`config.mk`:
```
export PLATFORM = sky130hd
export DESIGN_NAME = bcd_disp_scan
export DESIGN_NICKNAME = d
export VERILOG_FILES = /design/src/rtl/disp_pkg.sv /design/src/rtl/bcd_to_seg7.sv /design/src/rtl/bcd_disp_scan.sv
export SDC_FILE = /design/constraint.sdc
export NUM_CORES = 1
export LEC_CHECK = 0
export ABC_AREA = 1
export BUFFER_PORTS_ARGS = -buffer_cell sky130_fd_sc_hd__buf_2
export CORE_MARGIN = 8
export CORE_UTILIZATION = 60
export DETAILED_ROUTE_END_ITERATION = 6
export MAX_ROUTING_LAYER = met4
export PLACE_DENSITY_LB_ADDON = 0.2
export RECOVER_POWER = 100
export SKIP_LAST_GASP = 1
export SLEW_MARGIN = 5
export SYNTH_ARGS = -nofsm -noshare
export SYNTH_HDL_FRONTEND = slang
export SYNTH_HIERARCHICAL = 1
export SYNTH_SLANG_ARGS = --single-unit
```
`constraint.sdc`:
```
create_clock -name clk -period 6.91 [get_ports clk]
set_clock_uncertainty 0.15 [all_clocks]
set_input_delay 0.691 -clock clk [delete_from_list [all_inputs] [get_ports clk]]
set_output_delay 0.691 -clock clk [all_outputs]
set_load 0.01 [all_outputs]
```
`src/rtl/disp_pkg.sv`:
```
// Shared constants and the BCD-to-segment table for the stopwatch display scanner.
package disp_pkg;

    localparam int unsigned       NUM_DIG   = 8;
    localparam logic [NUM_DIG-1:0] DP_MASK  = 8'b0101_0100;
    localparam logic [6:0]        SEG_DASH  = 7'h40;
    localparam logic [6:0]        SEG_BLANK = 7'h00;

    // Active-high {g,f,e,d,c,b,a}; non-decimal nibbles render as a dash.
    function automatic logic [6:0] seg7_lut(input logic [3:0] nibble);
        logic [6:0] pat;
        case (nibble)
            4'h0:    pat = 7'h3F;
            4'h1:    pat = 7'h06;
            4'h2:    pat = 7'h5B;
            4'h3:    pat = 7'h4F;
            4'h4:    pat = 7'h66;
            4'h5:    pat = 7'h6D;
            4'h6:    pat = 7'h7D;
            4'h7:    pat = 7'h07;
            4'h8:    pat = 7'h7F;
            4'h9:    pat = 7'h6F;
            default: pat = SEG_DASH;
        endcase
        return pat;
    endfunction

endpackage

```
`src/rtl/bcd_to_seg7.sv`:
```
// Combinational nibble-to-segment decoder with blanking, active-high output.
module bcd_to_seg7 (
    input  logic [3:0] nibble,
    input  logic       blank,
    output logic [6:0] seg
);
    import disp_pkg::*;

    always_comb begin
        seg = blank ? SEG_BLANK : seg7_lut(nibble);
    end

endmodule

```
`src/rtl/bcd_disp_scan.sv`:
```
// 8-digit multiplexed 7-segment scanner for a packed-BCD stopwatch word, with
// per-frame snapshot, lap hold, hour blanking, separator dots and dead time.
module bcd_disp_scan #(
    parameter int unsigned CLK_FREQ       = 50_000_000,
    parameter int unsigned SCAN_HZ        = 1000,
    parameter int unsigned DEAD_CYC       = 2,
    parameter bit          SEG_ACTIVE_LOW = 1'b1,
    parameter bit          DIG_ACTIVE_LOW = 1'b1
) (
    input  logic        clk,
    input  logic        rst,
    input  logic [31:0] time_data,
    input  logic        hold,
    output logic [6:0]  seg,
    output logic        dp,
    output logic [7:0]  dig_sel,
    output logic        frame_start
);
    import disp_pkg::*;

    localparam int unsigned DIV    = CLK_FREQ / SCAN_HZ - 1;
    localparam int unsigned DIV_W  = (DIV > 0) ? $clog2(DIV + 1) : 1;
    localparam int unsigned DEAD_W = (DEAD_CYC > 0) ? $clog2(DEAD_CYC + 1) : 1;
    localparam int unsigned IDX_W  = $clog2(NUM_DIG);

    logic [DIV_W-1:0]   div_cnt;
    logic [IDX_W-1:0]   dig_idx;
    logic [DEAD_W-1:0]  dead_cnt;
    logic [31:0]        shadow;
    logic               tick;
    logic               last_dig;
    logic [3:0]         nibble;
    logic               blank;
    logic [6:0]         seg_pat;
    logic               dp_pat;
    logic [NUM_DIG-1:0] sel_pat;

    always_comb begin
        tick     = (div_cnt == DIV_W'(DIV));
        last_dig = (dig_idx == IDX_W'(NUM_DIG - 1));
        nibble   = shadow[{dig_idx, 2'b00} +: 4];
        blank    = ((dig_idx == IDX_W'(7)) && (shadow[31:28] == 4'h0))
                || ((dig_idx == IDX_W'(6)) && (shadow[31:24] == 8'h00));
        dp_pat   = DP_MASK[dig_idx] & ~blank;
        sel_pat  = (dead_cnt != '0) ? '0 : (NUM_DIG'(1) << dig_idx);
    end

    bcd_to_seg7 u_dec (
        .nibble (nibble),
        .blank  (blank),
        .seg    (seg_pat)
    );

    always_ff @(posedge clk) begin
        if (rst) begin
            div_cnt     <= '0;
            dig_idx     <= '0;
            dead_cnt    <= '0;
            shadow      <= '0;
            frame_start <= 1'b0;
        end else begin
            div_cnt     <= tick ? '0 : div_cnt + 1'b1;
            frame_start <= tick && last_dig;
            if (tick) begin
                dig_idx  <= dig_idx + 1'b1;
                dead_cnt <= DEAD_W'(DEAD_CYC);
                // Snapshot on the same edge that wraps to digit 0 so a whole frame
                // comes from one sample.
                if (last_dig && !hold) begin
                    shadow <= time_data;
                end
            end else if (dead_cnt != '0) begin
                dead_cnt <= dead_cnt - 1'b1;
            end
        end
    end

    // Output stage lags the scan state by one clock; polarity applied here only.
    always_ff @(posedge clk) begin
        if (rst) begin
            seg     <= {7{SEG_ACTIVE_LOW}};
            dp      <= SEG_ACTIVE_LOW;
            dig_sel <= {NUM_DIG{DIG_ACTIVE_LOW}};
        end else begin
            seg     <= seg_pat ^ {7{SEG_ACTIVE_LOW}};
            dp      <= dp_pat ^ SEG_ACTIVE_LOW;
            dig_sel <= sel_pat ^ {NUM_DIG{DIG_ACTIVE_LOW}};
        end
    end

endmodule

```
Word-level counts from Yosys, hierarchy flattened
Memory sizes are Yosys's and may differ from the RTL's. A register that Yosys moved wholly into a read port is not among the register bits.
Cells that the tools add are included.
- $add $sub $neg: 3
- magnitude comparators: 1
- equal/unequal tests: 3
- shifts and indexed selects: 2
- mux-type cells: 7
- bitwise gates (word level): 5
- reduce and logical (&&, ||, !) cells: 12
- operators with widths (kind ; number):
    $shiftx 32x6->4 ; 1
    $add 16x1->16 const B ; 1
    $eq 16x16->1 const B ; 1
    $logic_not 8->1 ; 1
    $mux 8 ; 1
    $not 8->8 ; 1
    $shl 1x3->8 const A ; 1
    $mux 7 ; 1
    $not 7->7 ; 1
    $eq 3x3->1 const B ; 2
    $mux 3 ; 2
    $logic_and 1x1->1 ; 4
    $logic_not 4->1 ; 1
    $lt 3x4->1 const B ; 1
    $mux 2 ; 2
    $reduce_bool 2->1 ; 2
    $add 3x1->3 const B ; 1
    $not 1->1 ; 2
    $reduce_and 2->1 ; 1
    $reduce_or 2->1 ; 1
    $sub 2x1->2 const B ; 1
    $and 1x1->1 ; 1
    $logic_not 1->1 ; 1
    $logic_or 1x1->1 ; 1
    $mux 1 ; 1
- register bits: 70
- ROM bits: 120
- bits of input ports: 35
- output and inout port bits: 17
- word-level logic and storage cells: 44
- memories: 2
- memories (name ; words ; bits a word ; rd ports ; clocked after memory_dff ; write ports ; line ; text):
    (no name shown) ; 16 ; 7 ; 1 ; 0 ; 0 ; disp_pkg.sv:12 ; case (nibble)
    (no name shown) ; 8 ; 1 ; 1 ; 1 ; 0 ; bcd_disp_scan.sv:44 ; dp_pat = DP_MASK[dig_idx] & ~blank;

Logic depth before layout (Yosys ltp)
Gate-level depths: netlist of the first run.
- word-level depth: 6
- mapped depth: 14
- mapped depth without buffers: 13

By module
Netlist of the first run, hierarchy kept.
- by module, submodules not included (module ; times used ; cells each ; area an instance (um2) ; seq. area each (um2)):
    bcd_disp_scan ; 1 ; 403 ; 3046.7 ; 1421.4
    bcd_to_seg7 ; 1 ; 37 ; 206.4 ; 0.0

Worst setup path after synthesis of the first run
Ideal clock, no wire load.
- kind: reg-to-reg
- start: register dig_idx[0]
- end: register seg[3]
- setup time: 0.130 ns
- arrival time: 1.949 ns
- required time: 6.630 ns
- path slack: 4.681 ns
- stages on the path, launching flop included: 14
- buffers on the path: 2
- period minus slack after synthesis: 2.229 ns
- cell sequence: dfxtp_1 buf_2 clkbuf_1 nand2_1 nand2_1 a21oi_1 a31oi_1 inv_1 ha_1 nand2_1 inv_1 nor2_1 nor2_1 nand2_1
- elaborated cells on any way between the ends: 9
- those cells by class: eq/ne (2); shift (1); mux (1); bitwise (1); reduce/logical (3); memory (1)
- RTL lines (what ; line ; text):
    start, declared ; bcd_disp_scan.sv:27 ; logic [IDX_W-1:0] dig_idx;
    start signal, assigned ; bcd_disp_scan.sv:65 ; dig_idx <= dig_idx + 1'b1;
    $shiftx 32x6->4 ; bcd_disp_scan.sv:41 ; nibble = shadow[{dig_idx, 2'b00} +: 4];
    named net nibble[1] ; bcd_disp_scan.sv:32 ; logic [3:0] nibble;
    $mem_v2 16x7 ; - ;
    $mux 7 ; bcd_to_seg7.sv:10 ; seg = blank ? SEG_BLANK : seg7_lut(nibble);
    named net seg_pat[3] ; bcd_disp_scan.sv:34 ; logic [6:0] seg_pat;
    $not 7->7 (no source line) ; - ;
    end signal, assigned ; bcd_disp_scan.sv:81 ; seg <= {7{SEG_ACTIVE_LOW}};
    end signal, assigned ; bcd_disp_scan.sv:85 ; seg <= seg_pat ^ {7{SEG_ACTIVE_LOW}};
    end, declared ; bcd_disp_scan.sv:14 ; output logic [6:0] seg,
The timed path passes the listed nets, and every way through them passes these cells.
A chain may end at the register's enable or synchronous reset.

Worst setup path in the final report of the first run
- start: register dig_idx[0]
- end: register shadow[11]
- word-level cells in the longest chain between the ends: 3
- RTL lines (what ; line ; text):
    $eq 3x3->1 ; bcd_disp_scan.sv:40 ; last_dig = (dig_idx == IDX_W'(NUM_DIG - 1));
    $logic_and 1x1->1 ; bcd_disp_scan.sv:69 ; if (last_dig && !hold) begin
    $reduce_and 2->1 (no source line) ; - ;
    end signal, assigned ; bcd_disp_scan.sv:70 ; shadow <= time_data;
    end, declared ; bcd_disp_scan.sv:29 ; logic [31:0] shadow;
No other way between the ends.

==> results by group, run 1 <==
Layout
  • # diodes: 0
  • Cell Count, Final, Fillers Out: 560
  • Share of layout cells above drive strength 1: 12.30%
  • Most frequent cells in the layout: 96 x nand2_1, 71 x dfxtp_1, 60 x nor2_1
  • Area Overhead vs Synth: 11.12%
  • Commonest non-fill, non-tap cell in the layout: nand2_1
  • Final nets: 530

Floorplan
  • Die height: approximately 90 microns
  • Die Footprint: 8034 sq um
  • Core area: 5371 sq um
  • IO Pins: between 50 and 60
  • Initial Util: 60.56%
  • Row count: 27
  • Die W: 89.64 microns

Yosys
  • Share of the synthesized area in the top cell type: 43.69%
  • Mapped Cells: 440
  • Seq cells post-synth: 71
  • Synth Warn #: 6
  • Library cells used by synthesis: 33
  • Net count after synthesis: 487
  • Average cell area after synthesis: 7.393 sq um
  • Register area share after synthesis: 43.69%
  • Post-Syn Area: approximately 3300 sq um
  • Area contributors post-synth: dfxtp_1 44%, nand2_1 11%, a21oi_1 7.4%
  • Synth area leader: dfxtp_1

Place
  • # port buffers: 51
  • Routability cong.: 0.9042
  • DP Cell Count: 544
  • Hpwl dp: 5101 microns

Routing
  • Via/cell ratio: 5.180
  • DR WL/cell: 12.76 microns
  • DR top layer: met4
  • Number of remaining DRC errors: 0
  • Met3 wire len: 375 microns
  • ANT nets after route: 0
  • Met2 wire len: 3435 microns
  • M1 WL: around 3300 microns
  • Final wirelength: 7147 microns
  • Pre-antenna DRT Iters: 5
  • Total number of vias: approximately 2900
  • Drt initial violations: 142

Timing
  • TNS Setup: 0 ps
  • Slew @ Worst Pin: between 1500 and 2000 ps
  • Final Setup Violations: 0
  • Hold Vio Cnt, Final: 0
  • Minimum clock period: 4019 ps
  • Fin. max-slew vios: 36
  • Peak Freq: 0.2488 GHz
  • Crit share post-route: 58.16%
  • RSZ-0062 raised after global routing: false
  • Max_slew headroom: -0.5060%

Setup path
  • Worst setup EP type: register
  • Element type at the critical path start: register
  • Cells along the critical path: ha_1 > ha_1 > inv_1 > nor2_2 > clkbuf_1 > nand2_1 > nand2_1 > a21oi_1
  • Crit path max fanout: 33
  • Max stage delay on crit path: 960 ps
  • Worst path slowest cell: clkbuf_1
  • Crit path arrival time: 4030 ps
  • Worst path required time: 6920 ps
  • WS Path Type: reg2reg

Clock tree
  • Worst-skew pair later-pin latency: between 300 and 400 ps
  • Post-CTS Setup Bufs: 0
  • TritonCTS clock tree: yes
  • Clk sinks: between 70 and 80
  • Hold buffer count at CTS: 0
  • Post_cts resized: 0
  • Root Buffer: clkbuf_8
  • H-tree depth reported by CTS: 3
  • CTS max path bufs: 2
  • CTS buffer count: 9
  • Clk slew on worst S/H paths: 70 ps

GRT
  • Antenna violations before repair: 0
  • First-pass GRT wire length: about 12000 microns
  • Global route overflow: 0
  • Largest net degree at the start of global routing: 36
  • GRT Overall Usage: 20.25%
  • Vias in the first global route: about 2800

Outcome
  • Outcome: complete, but fails checks
  • Failing checks: max-capacitance violations, max-slew violations

Pwr
  • VDD IR max: around 210 uV
  • PD cells: 212.4 nW/um^2
  • Static Leak: approximately 1.4 nW
  • Overall Power: 0.7676 mW

Flow run
  • Max-cap violations: 1

Min path
  • Tightest Hold Check Type: reg2reg
layout make-up:
| class | instances | area [sq um] |
|---|---|---|
| inverters | 35 | 136.4 |
| multi-input cells | 314 | 1531 |
| clock inverters | 5 | 57.56 |
| flip-flops and latches | 71 | 1421 |
| well taps | 72 | 90.09 |
| fillers | 484 | 1757 |
| repair buffers | 52 | 236.5 |
| clock buffers | 11 | 141.4 |
Yosys cell counts:
master and number:
a21oi_1 48, a31oi_1 2, buf_2 4, buf_4 2, buf_6 4, buf_8 3, clkbuf_1 7, clkinv_1 1
clkinv_4 1, dfxtp_1 71, ha_1 12, inv_1 31, inv_2 2, nand2_1 94, nand2_2 3, nand2_4 2
nand3_1 44, nand3_2 1, nand3b_1 2, nand4_1 3, nor2_1 61, nor2_4 1, nor3_1 8, nor3_2 1
nor3b_1 1, o21a_1 1, o21ai_0 19, o21ai_1 1, o21ai_2 1, o22ai_1 2, or2_2 2, xnor2_1 1
xor2_1 4
where the power goes:
group	leakage, nW	internal, mW	total (mW)	switching [mW]
Clock	0.0916	0.176	0.331	0.156
Combinational	0.720	0.00944	0.0222	0.0127
Sequential	0.575	0.412	0.414	0.00158
Total	1.39	0.598	0.768	0.170
routing by layer:
metal	global-route usage [%]	vias to the layer above
li1	-	1508
met1	24.00	1326
met2	32.15	63
met3	4.004	4
met4	9.970	0
met5	-	-
metrics by stage:
stage	setup slack [ps]	cell area, sq um	utilization (%)	hold WS, ps
2_1_floorplan	4681	3253	-	218.3
3_3_place_gp	4185	3457	64.36	241.9
3_5_place_dp	4066	3457	64.36	244.9
4_1_cts	4056	3656	68.06	261.3
5_1_grt	2458	3615	67.30	284.1
6_report	2891	3615	67.30	258.1
logic make-up after synthesis:
group | share of synthesized area [%]
fa+ha+maj | 4.615
xor+xnor | 1.346
buf+inv | 8.846
simple gates | 29.77
compound gates | 11.73
flops | 43.69
final timing paths:
path,depth (start not counted),slack (ps),end,from
hold reg to reg,1,260,dp$_SDFF_PP1_,register
hold / removal,1,260,dp$_SDFF_PP1_,register
setup reg to reg,8,2890,shadow[11]$_SDFFE_PP0P_,dig_idx[0]$_SDFFE_PP0P_
setup / recovery,8,2890,shadow[11]$_SDFFE_PP0P_,dig_idx[0]$_SDFFE_PP0P_
critical path: cells and delay by family, from the launching register on:
kind                     cells  cell delay [ps]
AND/OR/NAND/NOR              3             1340
buffers and inverters        2             1050
AO/OA/AOI/OAI                1              110
flip-flops                   1              710
adder cells (fa/ha/maj)      2              450
registers in the layout (all words and copies together), names as in the netlist, named ones only:
| register | cells |
|---|---|
| dead_cnt | 2 |
| dp | 1 |
| div_cnt | 16 |
| dig_idx | 3 |
| shadow | 32 |
| dig_sel | 8 |
| seg | 7 |
| frame_start | 1 |
Power figures use the tool's default switching activity.
==> run 2: changes to the inputs <==
Settings changed: ABC_AREA 1 to 0, CORE_UTILIZATION 60 to 51.
Clock period 6.91 ns to 3.65 ns, I/O delays scaled along.
==> results by group, run 2 <==
Yosys
  • Synth Area in Compound Gates: 3.176%
  • Simple-Gate Fraction of Synth Area: 27.09%
  • Post-synthesis adder-cell area fraction: 4.381%
  • Synth Warn #: 6
  • XOR/XNOR Fraction of Synth Area: between 3 and 4%
  • Mapped Cells: 345
  • Average cell area after synthesis: just under 10 sq um
  • Synth cell count leaders: 72 x nand2b_1, 71 x dfxtp_1, 34 x mux2i_1, 26 x nor2_1, 22 x nand2_1
  • Post-Syn Area: 3427 sq um
  • Library cells used by synthesis: 44
  • Number of synthesized flops with an enable pin: 0
  • Seq cells post-synth: a little over 70
  • Synth area leader: dfxtp_1
  • Register area share after synthesis: 41.47%
  • Asr flop ratio synth: 0%
  • Net count after synthesis: 392
  • Largest family of logic cells by synthesized area: simple AND/OR/NAND/NOR gates
  • Synth Flop Type: dfxtp_1
  • Top-count cell post-synth: nand2b_1
  • Area contributors post-synth: dfxtp_1 41%, nand2b_1 13%, mux2i_1 9.9%
  • Share of the synthesized area in the top cell type: 41.47%
  • Mux cell area share after synthesis: 15.19%

Timing
  • RSZ-0062 raised after global routing: false
  • Slew @ Worst Pin: 2395 ps
  • Fin. max-slew vios: 83
  • Max_slew headroom: -59.65%
  • Hold Vio Cnt, Final: 0
  • Crit share post-route: 79.10%
  • Final Setup Violations: 0
  • TNS Setup: 0 ps
  • Minimum clock period: 2887 ps
  • Peak Freq: 0.3464 GHz

Layout
  • Fillcell total: around 630
  • Share of layout cells above drive strength 1: 16.07%
  • Most frequent cells in the layout: 72 x nand2b_1, 71 x dfxtp_1, 34 x mux2i_1
  • Area of the multi-input gates: roughly 1800 sq um
  • # diodes: 0
  • Largest regs: shadow (32), div_cnt (16), dig_sel (8)
  • Area Overhead vs Synth: 10.81%
  • Reg area: around 1400 sq um
  • Final nets: 435
  • Commonest non-fill, non-tap cell in the layout: nand2b_1
  • Max FFs per register: 32
  • Largest reg by FF count: shadow
  • Final Cell Area: 3797 sq um

GRT
  • Vias in the first global route: between 2000 and 2500
  • GRT Overall Usage: 13.97%
  • First-pass GRT wire length: 10620 microns
  • Global route overflow: 0
  • Largest net degree at the start of global routing: 83
  • Antenna violations before repair: 0

Floorplan
  • Die W: 97.98 microns
  • Initial Util: 51.58%
  • Row count: 30
  • Die Footprint: 9599 sq um
  • Die height: 97.98 microns
  • IO Pins: 52
  • Core area: ~6600 sq um

Clock tree
  • CTS buffer count: 9
  • Root Buffer: clkbuf_8
  • CTS max path bufs: 2
  • Post-CTS Setup Bufs: 0
  • Clk slew on worst S/H paths: roughly 70 ps
  • TritonCTS clock tree: yes
  • Clk sinks: 71
  • Post_cts resized: 0
  • Hold buffer count at CTS: 0
  • Worst-skew pair later-pin latency: ~340 ps
  • H-tree depth reported by CTS: 3

Routing
  • DR WL/cell: 13.60 microns
  • Via/cell ratio: about 5
  • ANT nets after route: 0
  • Total number of vias: 2366
  • Drt initial violations: 66
  • Final wirelength: 6417 microns
  • Number of remaining DRC errors: 0
  • Pre-antenna DRT Iters: 4

Pwr
  • VDD IR max: 185.2 uV
  • Static Leak: 1.437 nW
  • PD cells: 378.5 nW/um^2

Outcome
  • Outcome: complete, but fails checks
  • Failing checks: max-capacitance violations, max-slew violations

Place
  • Hpwl dp: 4458 microns
  • Routability cong.: between 0.8 and 0.9
  • # port buffers: 51
  • Placed Area: 3659 sq um

Setup path
  • Worst path required time: 3750 ps
  • Worst setup EP type: register
  • Element type at the critical path start: register
  • Crit path arrival time: about 3000 ps
  • WS Path Type: reg2reg
  • Crit path max fanout: 32

Min path
  • Tightest Hold Check Type: in2reg

Flow run
  • Max-cap violations: 1
==> run 2: critical path, stage by stage (launching register included) <==
cell	delay, ps
dfxtp_1	740
ha_1	300
ha_1	250
nor3b_1	210
clkbuf_2	830
mux2i_1	300
==> run 2: through the flow <==
stage	worst slack, ps	util (%)	instances	power (mW)	hold slack, ps
2_1_floorplan	1452	-	345	0.8411	276.1
3_3_place_gp	1223	55.07	457	0.8677	292.2
3_5_place_dp	1125	55.07	457	0.8687	300.8
4_1_cts	1106	57.76	472	1.454	118.8
5_1_grt	555.3	57.16	472	1.496	129.6
6_report	762.8	57.16	472	1.437	131.1
==> run 2: routing by layer <==
metal | wire, microns | global-route usage [%]
met1 | 3193 | 17.30
met2 | 2852 | 20.71
met3 | 246 | 4.196
met4 | 124 | 5.755
met5 | 0 | -
==> run 2: where the power goes <==
group	switching (mW)	total [mW]	leakage (nW)	internal, mW
registers	0.00325	0.784	0.575	0.781
clock network	0.278	0.588	0.0892	0.310
logic	0.0299	0.0651	0.773	0.0353
==> run 2: path summary, 6_finish.rpt <==
| kind | end | slack, ps | depth (start not counted) | startpoint |
|---|---|---|---|---|
| worst max-delay path | shadow[12]$_SDFFE_PP0P_ | 760 | 5 | dig_idx[0]$_SDFFE_PP0P_ |
| worst min-delay path | shadow[27]$_SDFFE_PP0P_ | 130 | 3 | time_data[27] |
| worst max register to register | shadow[12]$_SDFFE_PP0P_ | 760 | 5 | dig_idx[0]$_SDFFE_PP0P_ |
| worst min register to register | div_cnt[0]$_SDFF_PP0_ | 310 | 1 | div_cnt[0]$_SDFF_PP0_ |
==> run 2: cell families after synthesis <==
| family | after synthesis |
|---|---|
| buffers and inverters | 30 |
| muxes | 42 |
| DFF | 71 |
| AOI/OAI and AO/OA | 18 |
| xor gates and xnor gates | 14 |
| adders and majority gates | 12 |
| and+or+nand+nor | 158 |
==> run 2: cell type report <==
class | count | area share, %
clock buffer | 11 | 3.460
clock inverter | 4 | 1.252
inverter | 10 | 0.9885
multi-input combinational | 244 | 47.97
sequential | 71 | 37.43
tap | 80 | 2.636
timing repair buffer | 52 | 6.260
